<file path="src/rtl/instruction_fetch_unit.sv">
// Fetch front end: owns the PC, fetches over req/ack, hands words to decode.
// Optional IFU_PERF_CNT_EN adds instrCount/stallCount outputs.
module instruction_fetch_unit #(
    parameter logic [31:0] RESET_PC = 32'h0000_0000
) (
    input  logic        clock,
    input  logic        reset_n,
    output logic        imemReq,
    output logic [31:0] imemAddr,
    input  logic        imemAck,
    input  logic [31:0] imemData,
    output logic        instrValid,
    input  logic        instrReady,
    output logic [31:0] instr,
    output logic [5:0]  controlOpcode,
    output logic [5:0]  lowerOpcode,
    output logic [31:0] pcOut,
    output logic [31:0] pcPlus4,
    input  logic        jumpF,
    input  logic        jumpRF,
    input  logic        branchF,
    input  logic        branchTaken,
    input  logic [31:0] branchOffset,
    input  logic [25:0] jumpTarget,
`ifdef IFU_PERF_CNT_EN
    input  logic [31:0] jumpRegValue,
    output logic [31:0] instrCount,
    output logic [31:0] stallCount
`else
    input  logic [31:0] jumpRegValue
`endif
);

    typedef enum logic [1:0] {
        IDLE,
        REQ,
        HOLD
    } stateType;

    stateType    state;
    stateType    nextState;
    logic [31:0] pc;
    logic [31:0] nextPc;
    logic        accept;
    logic        reqQ;
    logic        validQ;

    assign accept = (state == HOLD) && instrReady;

    always_comb begin
        nextState = state;
        unique case (state)
            IDLE: nextState = REQ;
            REQ: if (imemAck) nextState = HOLD;
            HOLD: if (instrReady) nextState = REQ;
            default: nextState = IDLE;
        endcase
    end

    // Low PC bits forced to zero on every redirect so fetches stay aligned
    always_comb begin
        nextPc = pcPlus4;
        if (jumpRF) begin
            nextPc = {jumpRegValue[31:2], 2'b00};
        end else if (jumpF) begin
            nextPc = {pcPlus4[31:28], jumpTarget, 2'b00};
        end else if (branchF && branchTaken) begin
            nextPc = pcPlus4 + {branchOffset[29:0], 2'b00};
        end
    end

    always_ff @(posedge clock or negedge reset_n) begin
        if (!reset_n) begin
            state  <= IDLE;
            pc     <= RESET_PC;
            instr  <= 32'h0;
            reqQ   <= 1'b0;
            validQ <= 1'b0;
        end else begin
            state  <= nextState;
            reqQ   <= (nextState == REQ);
            validQ <= (nextState == HOLD);
            if ((state == REQ) && imemAck) begin
                instr <= imemData;
            end
            if (accept) begin
                pc <= nextPc;
            end
        end
    end

    assign imemReq       = reqQ;
    assign instrValid    = validQ;
    assign imemAddr      = pc;
    assign pcOut         = pc;
    assign pcPlus4       = pc + 32'd4;
    assign controlOpcode = instr[31:26];
    assign lowerOpcode   = instr[5:0];

`ifdef IFU_PERF_CNT_EN
    logic stallCycle;

    assign stallCycle = ((state == REQ) && !imemAck)
                     || ((state == HOLD) && !instrReady);

    always_ff @(posedge clock or negedge reset_n) begin
        if (!reset_n) begin
            instrCount <= 32'h0;
            stallCount <= 32'h0;
        end else begin
            if (accept) begin
                instrCount <= instrCount + 32'd1;
            end
            if (stallCycle) begin
                stallCount <= stallCount + 32'd1;
            end
        end
    end
`endif

endmodule

</file>
<file path="config.mk">
export PLATFORM = sky130hd
export DESIGN_NAME = instruction_fetch_unit
export DESIGN_NICKNAME = d
export VERILOG_FILES = /design/src/rtl/instruction_fetch_unit.sv
export SDC_FILE = /design/constraint.sdc
export NUM_CORES = 1
export LEC_CHECK = 0
export CAP_MARGIN = 15
export CORE_AREA = 3 3 124 126
export DETAILED_ROUTE_END_ITERATION = 7
export DIE_AREA = 0 0 127 129
export PLACE_DENSITY = 0.89
export SYNTH_ARGS = -nofsm -noshare
export SYNTH_HDL_FRONTEND = slang
export SYNTH_SLANG_ARGS = --single-unit
export TNS_END_PERCENT = 10
</file>
<file path="constraint.sdc">
create_clock -name clock -period 9.5 [get_ports clock]
set_clock_uncertainty 0.05 [all_clocks]
set_input_delay 0.95 -clock clock [delete_from_list [all_inputs] [get_ports clock]]
set_output_delay 0.95 -clock clock [all_outputs]
set_load 0.05 [all_outputs]
</file>
Word-level counts from Yosys, hierarchy flattened
Index checks and enable logic that the tools add are counted.
{ "word_totals": {"input_bits": 130, "ff_bits": 68} }
{ "op_classes": {"eq_ne": 4, "addsub": 2, "reduce_logical": 4, "n_mux": 6} }
{ "op_table": {"columns": ["op", "count"], "rows": [
  ["$mux W32", 3],
  ["$add A32 B3 Y32 const B", 1],
  ["$add A32 B32 Y32", 1],
  ["$pmux W2 S3", 1],
  ["$eq A2 B1 Y1 const B", 2],
  ["$eq A2 B2 Y1 const B", 2],
  ["$mux W2", 2],
  ["$logic_and A1 B1 Y1", 3],
  ["$logic_not A2 Y1", 1]
]} }

Logic depth before layout (Yosys ltp)
{ "depth": {"word_depth": 5, "ltp_mapped": 16, "ltp_nobuf": 16} }

Worst setup path after synthesis
Ideal clock, no wire load.
{ "synth_timing": {"path_kind": "reg-to-reg", "start": "reg pc[2], in the netlist imemAddr[2]", "end": "reg pc[31], in the netlist imemAddr[31]", "setup_time_ns": 0.096, "t_arrival_ns": 4.609, "stages_incl_launch_ff": 16, "slack_ns": 4.745, "required_time_ns": 9.354, "cell_sequence": "dfrtp_1 -> ha_1 -> nand3_1 -> nor2_2 -> nand4_1 -> xnor2_1 -> ha_1 -> buf_2 -> a21o_1 -> a2111oi_2 -> inv_1 -> o211ai_1 -> a311oi_2 -> xor2_1 -> and3_1 -> o31ai_1"} }
{ "synth_via": {"elab_chain_cells": 5} }
{ "synth_lines": {"columns": ["element", "line_no", "rtl"], "rows": [
  ["from (decl)", "42", "logic [31:0] pc;"],
  ["from (signal assigned)", "87", "pc <= nextPc;"],
  ["$add A32 B3 Y32", "96", "assign pcPlus4 = pc + 32'd4;"],
  ["net pcPlus4[22]", "18", "output logic [31:0] pcPlus4,"],
  ["$add A32 B32 Y32", "68", "nextPc = pcPlus4 + {branchOffset[29:0], 2'b00};"],
  ["$mux W32", "67", "end else if (branchF && branchTaken) begin"],
  ["$mux W32", "65", "end else if (jumpF) begin"],
  ["$mux W32", "63", "if (jumpRF) begin"]
]} }
The timed path passes the listed nets, and every way through them passes these cells.
A chain may end at the register's enable or synchronous reset.

Worst setup path after layout
{ "layout_timing": {"start": "reg pc[4], in the netlist imemAddr[4]", "end": "out pcPlus4[21]"} }
{ "layout_via": {"elab_chain_cells": 1} }
{ "layout_lines": {"columns": ["element", "line_no"], "rows": [
  ["$add A32 B3 Y32", "96"],
  ["to (decl)", "18"]
]} }
Every way passes these cells.

==> reports/metrics.cfg <==
[drt]
vias=5761
drt-pass1-iter-count=5
first_iter_violations=383
vias_per_cell=5.48
antenna_left=0
wl_mm=19.7
routedWlPerCell_um=18.8
drc=0

[cells_and_area]
regArea_sq_um=1650
post_route_cells_drive_above_1_share=0.0887
n_antenna_cell=0
area_delta_synth_final_pct=47.8
nets=1030
fillCellCount=1247
fin_util=0.585
multi_input_area_sq_um=3540

[global_route]
grt_max_degree=67
antenna_found_initial=0
grt_pass1_wl_mm=29.6
grt-ovfl-total=0
grt_pass1_vias=5567
track_usage=0.230

[sta]
slew_headroom=0.309
hold_viol_final=0
finalCritPeriodShare=0.471
finalMaxSlewViolations=0
finalCriticalPeriod_ns=4.47
whs_ns=0.452
setup_slack_ns=5.03
setup_viol=0
worst_slew_pin_slew_ns=1.04
fmax_mhz=224
rsz0062_at_grt=false
finalSetupTns_ns=0

[worst_setup_path]
crit_arrival_ns=3.47
criticalPathCategory=reg -> out
cp_slowest_cell=clkdlybuf4s50_1
crit_fanout=8
critPathRequiredTime_ns=8.50
cpLargestDelayFamily=simple AND/OR/NAND/NOR gates
slowest_delay_ns=0.95
critPathLaunchType=register
critPathBufInv=1
crit_chain=and4_1, nand4_2, nor2_1, nand3_1, xnor2_1, clkdlybuf4s50_1
end_kind=output pin

[job]
drv_cap=0

[placed_design]
pre_cts_ws_ns=5.33
port_buffers=261
dp_hpwl_mm=15.8
gp_congestion=0.952

[worst_hold_path]
hold_path_class=reg -> reg

[cts]
cts.repair.resized=0
clock_latency_ns=0.33
htree_levels=3
cts_tree=yes
cts-root-buf=clkbuf_16
path_clk_slew_ns=0.06
cts.sinks=66
cts_setup_buffers=0
holdBufCountCts=0
clockBufferDepth=2
numCtsBuffers=9

[floorplan]
die-area_sq_um=16400
core_sq_um=14400
initial_core_util=0.396
die-width_um=127
ios=272
die-height_um=129
rows=44

[synth]
yosys_warnings=0
postSynthAreaPerCell_sq_um=8.64
async_reset_ff_frac=1.00
seq_area_frac_synth=0.289
ys_top_cells_by_count=dfrtp_1, nand2_1, buf_4, a21oi_1, nor2_1
yosys-top-cells-area=dfrtp_1, ha_1, buf_4, mux2_2, xnor2_1
yosys.cell_types.count=68
ys_ff_latch=66
synth_top_area_frac=0.289
synth_top_area_cell=dfrtp_1
synth-main-ff-cell=dfrtp_1
synth_enable_flop_cells=0
netlist_area_sq_um=5710
synthCells=661

[pwr]
ir_worst_vdd_mv=0.183
p_total_uw=3670
p_per_area_nw_per_um2=435
p_leak_uw=0.00351

[outcome]
status=complete, no violations

## path summary, 6_finish.rpt
check / startpoint / to / slack (ns) / depth (start not counted)
setup / recovery: imemAddr[4] / pcPlus4[21] / 5.03 / 6
hold / removal: instr[6] / instr[6] / 0.45 / 1
setup reg to reg: imemAddr[4] / imemAddr[27] / 5.20 / 14
hold reg to reg: instr[6] / instr[6] / 0.45 / 1
max in group asynchronous: reset_n / instr[13] / 8.06 / 2
min in group asynchronous: reset_n / instr[26] / 0.76 / 2
## registers in the layout (all words and copies together), names as in the netlist
signal      count
imemAddr       30
imemReq         1
instr          32
instrValid      1
state           2
## cells by family after synthesis
kind of cell | synth area share
AOI/OAI and AO/OA | 0.227
xor gates and xnor gates | 0.0767
adders and majority gates | 0.0824
buffers and inverters | 0.0949
DFF | 0.289
muxes | 0.0666
other | 0.000657
and+or+nand+nor | 0.162
## layout make-up
class / instances / area share
clock buffers: 10 / 0.0283
clock inverters: 6 / 0.0105
inverters: 9 / 0.00400
multi-input cells: 510 / 0.420
flip-flops and latches: 66 / 0.196
well taps: 184 / 0.0273
repair buffers: 267 / 0.314
## per-layer routing
metal | global-route usage | routed length [um]
met1 | 0.300 | 8230
met3 | 0.0291 | 1390
met4 | 0.109 | 713
met5 | 0 | 0
met2 | 0.379 | 9400
## worst register-to-register path, stage by stage (launching register included)
cell,delay [ns]
dfrtp_1,0.48
and4_1,0.32
nand4_2,0.20
nor2_1,0.53
nand3_1,0.17
xnor2_1,0.26
ha_1,0.36
a21o_1,0.24
a2111oi_2,0.45
nand3_1,0.15
a41oi_1,0.30
xor2_1,0.18
nor2_1,0.06
a211oi_1,0.26
o21ai_0,0.15
## layout by cell type (no fill, tap or decap), drive strengths merged, types with 5 or more instances in the layout
master and n:
dfrtp 66, a211oi 11, xor2 19, clkdlybuf4s50 260
nand4 12, buf 7, o21ai 46, mux2 32
inv 9, a31oi 9, o211ai 15, a21o 16
nand3 23, and3 21, ha 36, o22ai 7
conb 6, a311oi 5, nand2 66, xnor2 31
clkbuf 10, nor2 44, a21oi 51
## through the flow
| stage | instances | cell area (sq um) |
|---|---|---|
| final | 1052 | 8440 |
| after global routing | 1052 | 8440 |
| after CTS | 1052 | 8440 |
| after detailed placement | 1036 | 8110 |
| after global placement | 1036 | 8110 |
| after floorplan | 666 | 5730 |
## power by group
part / internal (uW) / switching (uW) / leakage, uW
sequential: 420 / 169 / 0.000793
clock: 237 / 125 / 0.000155
combinational: 949 / 1770 / 0.00256
total: 1610 / 2060 / 0.00351
Note: power is estimated with default switching activity, not from simulation.
